<file path="config.mk">
export PLATFORM = sky130hd
export DESIGN_NAME = i2s_rx_capture
export DESIGN_NICKNAME = d
export VERILOG_FILES = /design/src/rtl/i2s_pkg.sv /design/src/rtl/i2s_pin_sync.sv /design/src/rtl/i2s_rx_capture.sv
export SDC_FILE = /design/constraint.sdc
export NUM_CORES = 1
export LEC_CHECK = 0
export BUFFER_PORTS_ARGS = -buffer_cell sky130_fd_sc_hd__buf_2
export CAP_MARGIN = 15
export CORE_MARGIN = 3
export CORE_UTILIZATION = 50
export CTS_BUF_LIST = sky130_fd_sc_hd__clkbuf_4
export CTS_CLUSTER_SIZE = 28
export DETAILED_ROUTE_END_ITERATION = 10
export PLACE_DENSITY = 0.73
export SYNTH_ARGS = -nofsm -noshare
export SYNTH_HDL_FRONTEND = slang
export SYNTH_SLANG_ARGS = --single-unit
export TNS_END_PERCENT = 10
</file>
<file path="constraint.sdc">
create_clock -name Clk -period 2.9 [get_ports Clk]
set_input_delay 0.435 -clock Clk [delete_from_list [all_inputs] [get_ports Clk]]
set_output_delay 0.435 -clock Clk [all_outputs]
set_load 0.1 [all_outputs]
</file>
<file path="src/rtl/i2s_pkg.sv">
// Shared types and constants for the SGTL5000 I2S receive path.
package i2s_pkg;

    localparam int I2S_DATA_W_DEFAULT = 16;
    localparam int SLOTS_PER_FRAME    = 2;

    typedef enum logic [1:0] {
        IDLE    = 2'd0,
        SHIFT_L = 2'd1,
        SHIFT_R = 2'd2
    } i2s_state_e;

endpackage

</file>
<file path="src/rtl/i2s_pin_sync.sv">
// Multi-stage synchronizer for one codec pin with registered edge detect.
// level is delayed to line up with rise/fall, so sibling instances stay aligned.
module i2s_pin_sync #(
    parameter int STAGES = 2
) (
    input  logic Clk,
    input  logic Reset,
    input  logic pin,
    output logic level,
    output logic rise,
    output logic fall
);

    logic [STAGES-1:0] sync_r;
    logic              last_r;
    logic              rise_r;
    logic              fall_r;

    // synchronizer chain plus one-cycle-old copy for edge detection
    always_ff @(posedge Clk) begin
        if (Reset) begin
            sync_r <= '0;
            last_r <= 1'b0;
            rise_r <= 1'b0;
            fall_r <= 1'b0;
        end else begin
            sync_r <= {sync_r[STAGES-2:0], pin};
            last_r <= sync_r[STAGES-1];
            rise_r <= sync_r[STAGES-1] & ~last_r;
            fall_r <= ~sync_r[STAGES-1] & last_r;
        end
    end

    assign level = last_r;
    assign rise  = rise_r;
    assign fall  = fall_r;

endmodule

</file>
<file path="src/rtl/i2s_rx_capture.sv">
// I2S receiver: oversamples codec sclk/lrclk/din, deserializes left/right
// words and holds one stereo pair for the SoC behind a valid/ready handshake.
module i2s_rx_capture
    import i2s_pkg::*;
#(
    parameter int DATA_W      = I2S_DATA_W_DEFAULT,
    parameter int SYNC_STAGES = 2
) (
    input  logic              Clk,
    input  logic              Reset,
    input  logic              sclk,
    input  logic              lrclk,
    input  logic              din,
    output logic [DATA_W-1:0] left_sample,
    output logic [DATA_W-1:0] right_sample,
    output logic              sample_valid,
    input  logic              sample_ready,
    output logic              overrun,
    output logic              frame_err,
    input  logic              clear_flags
);

    localparam int               CNT_W    = $clog2(DATA_W + 1);
    localparam logic [CNT_W-1:0] CNT_FULL = CNT_W'(DATA_W);

    logic              bit_evt_s;
    logic              lr_s;
    logic              d_s;
    logic [5:0]        sync_unused_s;

    i2s_state_e        state_r, state_s;
    logic [CNT_W-1:0]  count_r, count_s, count_in_s;
    logic [DATA_W-1:0] shift_r, shift_s, shift_in_s, word_s;
    logic              prev_lr_r, prev_lr_s;
    logic [DATA_W-1:0] left_stage_r, left_stage_s;
    logic [DATA_W-1:0] left_r, left_s, right_r, right_s;
    logic              valid_r, valid_s, overrun_r, overrun_s, ferr_r, ferr_s;
    logic              boundary_s, short_s, publish_s, set_ferr_s, set_ovr_s, accept_s;

    // Left-justify a partially filled word; missing LSBs become zero.
    function automatic logic [DATA_W-1:0] left_justify(input logic [DATA_W-1:0] word,
                                                       input logic [CNT_W-1:0]  n);
        logic [CNT_W-1:0] gap;
        gap = CNT_FULL - n;
        return word << gap;
    endfunction

    i2s_pin_sync #(.STAGES(SYNC_STAGES)) u_sclk_sync (
        .Clk(Clk), .Reset(Reset), .pin(sclk),
        .level(sync_unused_s[0]), .rise(bit_evt_s), .fall(sync_unused_s[1])
    );
    i2s_pin_sync #(.STAGES(SYNC_STAGES)) u_lrclk_sync (
        .Clk(Clk), .Reset(Reset), .pin(lrclk),
        .level(lr_s), .rise(sync_unused_s[2]), .fall(sync_unused_s[3])
    );
    i2s_pin_sync #(.STAGES(SYNC_STAGES)) u_din_sync (
        .Clk(Clk), .Reset(Reset), .pin(din),
        .level(d_s), .rise(sync_unused_s[4]), .fall(sync_unused_s[5])
    );

    // state, shifter, staging, holding registers and sticky flags
    always_ff @(posedge Clk) begin
        if (Reset) begin
            state_r      <= IDLE;
            count_r      <= '0;
            shift_r      <= '0;
            prev_lr_r    <= 1'b0;
            left_stage_r <= '0;
            left_r       <= '0;
            right_r      <= '0;
            valid_r      <= 1'b0;
            overrun_r    <= 1'b0;
            ferr_r       <= 1'b0;
        end else begin
            state_r      <= state_s;
            count_r      <= count_s;
            shift_r      <= shift_s;
            prev_lr_r    <= prev_lr_s;
            left_stage_r <= left_stage_s;
            left_r       <= left_s;
            right_r      <= right_s;
            valid_r      <= valid_s;
            overrun_r    <= overrun_s;
            ferr_r       <= ferr_s;
        end
    end

    // slot sequencing: the boundary bit still belongs to the ending slot
    always_comb begin
        if (count_r < CNT_FULL) begin
            shift_in_s = {shift_r[DATA_W-2:0], d_s};
            count_in_s = count_r + CNT_W'(1);
        end else begin
            shift_in_s = shift_r;
            count_in_s = count_r;
        end
        word_s     = left_justify(shift_in_s, count_in_s);
        short_s    = (count_in_s < CNT_FULL);
        boundary_s = bit_evt_s && (lr_s != prev_lr_r);

        state_s      = state_r;
        count_s      = count_r;
        shift_s      = shift_r;
        left_stage_s = left_stage_r;
        left_s       = left_r;
        right_s      = right_r;
        publish_s    = 1'b0;
        set_ferr_s   = 1'b0;
        prev_lr_s    = bit_evt_s ? lr_s : prev_lr_r;

        case (state_r)
            IDLE: begin
                if (boundary_s && (lr_s == 1'b0)) begin
                    state_s = SHIFT_L;
                    count_s = '0;
                    shift_s = '0;
                end else begin
                    state_s = IDLE;
                end
            end
            SHIFT_L: begin
                if (boundary_s && (lr_s == 1'b1)) begin
                    left_stage_s = word_s;
                    set_ferr_s   = short_s;
                    state_s      = SHIFT_R;
                    count_s      = '0;
                    shift_s      = '0;
                end else if (boundary_s) begin
                    state_s    = IDLE;
                    set_ferr_s = 1'b1;
                end else if (bit_evt_s) begin
                    shift_s = shift_in_s;
                    count_s = count_in_s;
                end else begin
                    state_s = SHIFT_L;
                end
            end
            SHIFT_R: begin
                if (boundary_s && (lr_s == 1'b0)) begin
                    left_s     = left_stage_r;
                    right_s    = word_s;
                    publish_s  = 1'b1;
                    set_ferr_s = short_s;
                    state_s    = SHIFT_L;
                    count_s    = '0;
                    shift_s    = '0;
                end else if (boundary_s) begin
                    state_s    = IDLE;
                    set_ferr_s = 1'b1;
                end else if (bit_evt_s) begin
                    shift_s = shift_in_s;
                    count_s = count_in_s;
                end else begin
                    state_s = SHIFT_R;
                end
            end
            default: begin
                state_s = IDLE;
            end
        endcase
    end

    // handshake and sticky flags; a set event beats a same-cycle clear
    always_comb begin
        accept_s  = valid_r & sample_ready;
        set_ovr_s = publish_s & valid_r & ~sample_ready;
        if (publish_s) begin
            valid_s = 1'b1;
        end else if (accept_s) begin
            valid_s = 1'b0;
        end else begin
            valid_s = valid_r;
        end
        overrun_s = set_ovr_s  | (overrun_r & ~clear_flags);
        ferr_s    = set_ferr_s | (ferr_r & ~clear_flags);
    end

    assign left_sample  = left_r;
    assign right_sample = right_r;
    assign sample_valid = valid_r;
    assign overrun      = overrun_r;
    assign frame_err    = ferr_r;

endmodule
</file>
Yosys cells after proc, flatten, opt, wreduce, memory -nomap -nowiden
Cells that the tools add are included.
{ "word_totals": {"elab_cells": 80, "output_inout_bits": 35, "register_bits": 85, "inputBits": 7} }
{ "op_classes": {"reduce_logical": 10, "n_eq_ne": 6, "bitwise_logic": 12, "shifts": 1, "n_lt_le_gt_ge": 2, "add_sub_neg": 2, "mux": 30} }
{ "ops": {"columns": ["op", "n"], "rows": [
  ["16-bit two-way mux", 6],
  ["16-bit case mux with 3 select lines", 1],
  ["5-bit two-way mux", 6],
  ["16-bit by 5-bit << shifter with 16-bit output", 1],
  ["5-bit case mux with 3 select lines", 1],
  ["2-bit two-way mux", 6],
  ["5-bit less-than comparator, second input constant", 2],
  ["1-bit two-way mux", 8],
  ["4-bit inequality test, second input constant", 2],
  ["2-bit AND reduction", 4],
  ["1-bit AND", 6],
  ["2-bit case mux with 3 select lines", 1],
  ["5-bit by 1-bit adder with 5-bit output, second input constant", 1],
  ["5-bit subtractor, first input constant", 1],
  ["1-bit NOT", 4],
  ["1-bit logical AND", 3],
  ["3-bit nonzero test", 1],
  ["2-bit by 1-bit equality test with 1-bit output, second input constant", 1],
  ["2-bit equality test, second input constant", 1],
  ["2-bit logical NOT", 1],
  ["2-bit inequality test, second input constant", 1],
  ["1-bit bitwise OR", 2],
  ["1-bit case mux with 2 select lines", 1],
  ["2-bit nonzero test", 1],
  ["1-bit inequality test", 1]
]} }

Depth between registers and ports, before layout
{ "depth": {"depth_word": 8, "mapped_depth": 11} }

Hierarchy
From an unflattened synthesis, not the netlist that was laid out.
{ "hier_totals": {"cells_unflattened": 463, "area_unflattened_um2": 4383.0} }
{ "by_module_without_submodules": {"columns": ["module", "area_each_um2", "cells_each", "n_inst"], "rows": [
  ["i2s_rx_capture", 3981.3, 433, 1],
  ["i2s_pin_sync", 133.9, 10, 3]
]} }

Worst setup path after synthesis
OpenSTA, ideal clock, no wires.
{ "synth_timing": {"path_kind": "reg2reg", "start": "register count_r[0]", "end": "register left_stage_r[11]", "t_required_ns": 2.821, "setup_ns": 0.079, "arrival_ns": 2.623, "synth_period_minus_slack_ns": 2.703, "setup_slack_ns": 0.197, "path_stages_with_launch": 12, "cell_sequence": "dfxtp_1 > buf_2 > buf_2 > xor2_1 > ha_1 > and3_1 > ha_1 > clkbuf_1 > nand2b_1 > or3b_1 > o31a_1 > a211oi_2"} }
{ "synth_between": {"elab_chain_cells": 4, "word_cells_on_any_way": 6, "cone_classes": "2 x add/sub; 1 x order compare; 1 x shift; 2 x mux"} }
{ "synth_rtl": {"columns": ["item", "line", "source"], "rows": [
  ["start, declared", "i2s_rx_capture.sv:32", "logic [CNT_W-1:0] count_r, count_s, count_in_s;"],
  ["start signal, assigned", "i2s_rx_capture.sv:76", "count_r <= count_s;"],
  ["5-bit by 1-bit adder with 5-bit output / 5-bit less-than comparator (equally long branches)", "i2s_rx_capture.sv:92, i2s_rx_capture.sv:90", null],
  ["5-bit two-way mux", "i2s_rx_capture.sv:90", "if (count_r < CNT_FULL) begin"],
  ["5-bit subtractor", "i2s_rx_capture.sv:44", "gap = CNT_FULL - n;"],
  ["16-bit by 5-bit << shifter with 16-bit output (*)", "i2s_rx_capture.sv:45", "return word << gap;"],
  ["end signal, assigned", "i2s_rx_capture.sv:79", "left_stage_r <= left_stage_s;"],
  ["end, declared", "i2s_rx_capture.sv:35", "logic [DATA_W-1:0] left_stage_r, left_stage_s;"]
]} }
Every way passes the cells marked *; elsewhere a longest branch is shown, timed or not.
A chain may end at the register's enable or synchronous reset.

Worst setup path after layout
{ "layout_timing": {"start": "register count_r[1]", "end": "register left_stage_r[11]"} }
The elaborated chain is that of the path after synthesis.

==> metrics.cfg <==
[floorplanning]
coreArea_sq_um = 7888
dieArea_sq_um = 9443
dieWidth_microns = 97.18
start_util_pct = 52.70
num_io_pins = 42
num_rows = 32
die_h_microns = 97.18

[grt]
grt_first_pass_wirelength_microns = 15080
antenna_found_initial = 0
grt_max_degree = 37
track_usage_pct = 19.26
first_global_vias = 3160
grt.overflow.total = 0

[sta]
slew_violations = 0
maxSlewHeadroom_pct = 51.73
hold_viol = 0
fmax_mhz = 371.6
grt_setup_unrepaired = false
finalCriticalPeriod_ps = 2691
setup_viol = 0
fin_tns_setup_ps = 0
worst-slew-pin-transition_ps = 722.0
period_share_pct = 92.81
skew_ps = 17.43

[drt]
route.vias.total = 3221
dr.pass1.iters = 4
wirelength_microns = 8842
wire_per_inst_microns = 14.69
drtIter0Drc = 120
detail-route-antenna-nets = 0
drc = 0
via_per_inst = 5.350

[clocking]
cts_num_sinks = 85
clock-root-buffer = clkbuf_4
clk_pin_slew_ps = 150
h-tree-depth = 3
cts_buffers = 9
worstSkewPairLatency_ps = 450
tritoncts = built
cts.path.max_buffers = 2

[run_status]
status = finished, final reports clean

[power_and_ir_drop]
ir_worst_vdd_mv = 0.2770
leakagePower_nw = 1.703
power_density_nw_per_um2 = 396.5
finalPower_w = 0.001843

[layout]
fin_area_sq_um = 4648
syn_to_final_growth_pct = 11.83
n_fill_cell = 710
diodes = 0
final_cells = 602
drive_above_1_share_pct = 22.40
final_nets = 510

[synth]
async_flop_share_pct = 0
syn_area_sq_um = 4156
syn-num-nets = 469
yosys_warnings = 0
synthDistinctLibCells = 49
seq_area_frac_synth_pct = 40.94
synth_edf_count = 0
synth_ff_type = dfxtp_1
yosysMostFrequentCell = dfxtp_1
syn_inst = 454
synth_seq_cells = 85
synth_top_area_share_pct = 40.94
avgSynthCellArea_sq_um = 9.155
synth_common_cells = dfxtp_1 (85), nand2_1 (61), nor2_1 (54), mux2i_1 (44), a21oi_1 (35)
synth_top_area_cell = dfxtp_1
ys_top_cells_by_area = dfxtp_1 (41%), mux2i_1 (11%), nand2_1 (5.5%)

[placement]
dp_hpwl_microns = 6328
numPlacedInstances = 582
place_congestion = 0.8900
io_buffers = 41
dpl_cell_area_sq_um = 4466

[worst_setup_path]
cp_max_fo = 7
cp_cell_sequence = ha_1 > mux2i_1 > ha_2 > and3_1 > ha_1 > nand2b_1 > or3b_1 > o31a_1 > a211oi_2
crit_path_end_kind = flip-flop
cp_num_buf_inv = 0
path_delay_family = adder cells
cpMostUsedCell = ha_1
required_ps = 3290
critPathKind = reg -> reg
critPathMaxStageDelay_ps = 440
arrival_ps = 3080
cp_slowest_cell = dfxtp_1
startpoint_type = flip-flop

[hold_path]
hold_class = in -> reg

[flow_run]
cap_viol_max_count = 0

-- per-stage QoR --
step / hold WS, ps / util [%] / setup slack (ps)
5_1_grt: 170.0 / 58.93 / 7.963
3_5_place_dp: 391.6 / 56.61 / -3.271
2_1_floorplan: 367.4 / - / 197.3
6_report: 190.0 / 58.93 / 208.6
4_1_cts: 158.6 / 58.60 / 90.43
3_3_place_gp: 379.3 / 56.61 / 122.1
-- registers in the layout (all words and copies together), names as in the netlist, 2 cells and up --
signal	count
u_sclk_sync.sync_r	2
left_stage_r	16
state_r	2
u_din_sync.sync_r	2
count_r	5
right_sample	16
left_sample	16
shift_r	16
u_lrclk_sync.sync_r	2
-- worst paths after layout --
kind / start / to / slack (ps) / cells after the start
max: count_r[1] / left_stage_r[11] / 210 / 9
min: sclk / u_sclk_sync.sync_r[0] / 190 / 2
max reg2reg: count_r[1] / left_stage_r[11] / 210 / 9
min reg2reg: u_sclk_sync.level / u_sclk_sync.rise / 410 / 1
-- final cells by class --
type	instances	area (sq um)	share of cell area (%)
tap	102	127.6	2.746
clock inverter	7	57.56	1.238
timing repair buffer	60	364.1	7.833
inverter	4	15.01	0.3230
clock buffer	9	67.56	1.454
multi-input combinational	335	2315	49.80
sequential	85	1702	36.61
-- cells in the final DEF (no fill, tap or decap), types with 2 or more instances in the layout --
cell / netlist / final
mux2i_1: 44 / 44
nor2_1: 54 / 54
or3_1: 2 / 2
o211ai_1: 2 / 2
a22oi_1: 7 / 7
mux4_2: 4 / 4
mux2_2: 18 / 18
xnor2_1: 4 / 4
and3_1: 3 / 3
nor3_1: 11 / 11
buf_2: 6 / 41
o31a_1: 5 / 5
inv_1: 3 / 3
dfxtp_1: 85 / 85
o22ai_1: 2 / 2
inv_6: 0 / 2
a21oi_1: 35 / 35
nor2b_1: 18 / 18
nor3b_1: 2 / 2
xnor2_2: 1 / 2
nand2_1: 61 / 61
a211oi_2: 2 / 2
o21ai_0: 8 / 8
buf_4: 3 / 17
a211oi_1: 4 / 4
nand3_1: 3 / 3
nand2b_1: 6 / 6
ha_1: 8 / 7
clkinv_4: 0 / 2
clkbuf_4: 0 / 9
xnor2_4: 2 / 2
xor2_1: 3 / 3
a22o_1: 9 / 9
-- what timing repair did --
item                       4_1_cts  5_1_grt
gates resized for setup          0        2
gates cloned                     1        0
hold buffers                     0        0
setup endpoints to repair        2       12
pin swaps                        1        2
setup buffers                    2        1
-- routing by layer --
layer,up-vias,GRT usage (%),wire length [microns]
met3,9,5.169,270
met1,1500,24.90,4179
met4,0,4.860,136
met2,49,31.95,4256
li1,1663,-,-
met5,-,0,0
-- power by group --
| group | switching, W | internal (W) |
|---|---|---|
| combinational | 0.0000236 | 0.0000105 |
| clock | 0.000444 | 0.000188 |
| sequential | 0.00000335 | 0.00117 |
-- cells by family after synthesis --
family                   Yosys count  synth area share (%)
AND/OR/NAND/NOR                  169                 18.69
XOR/XNOR                          11                 3.582
multiplexers                      66                 17.64
flip-flops                        85                 40.94
AO/OA/AOI/OAI                     80                 12.76
adder cells (fa/ha/maj)            8                 2.408
buffers and inverters             35                 3.973
No activity file was read; power rests on OpenSTA's default activity.
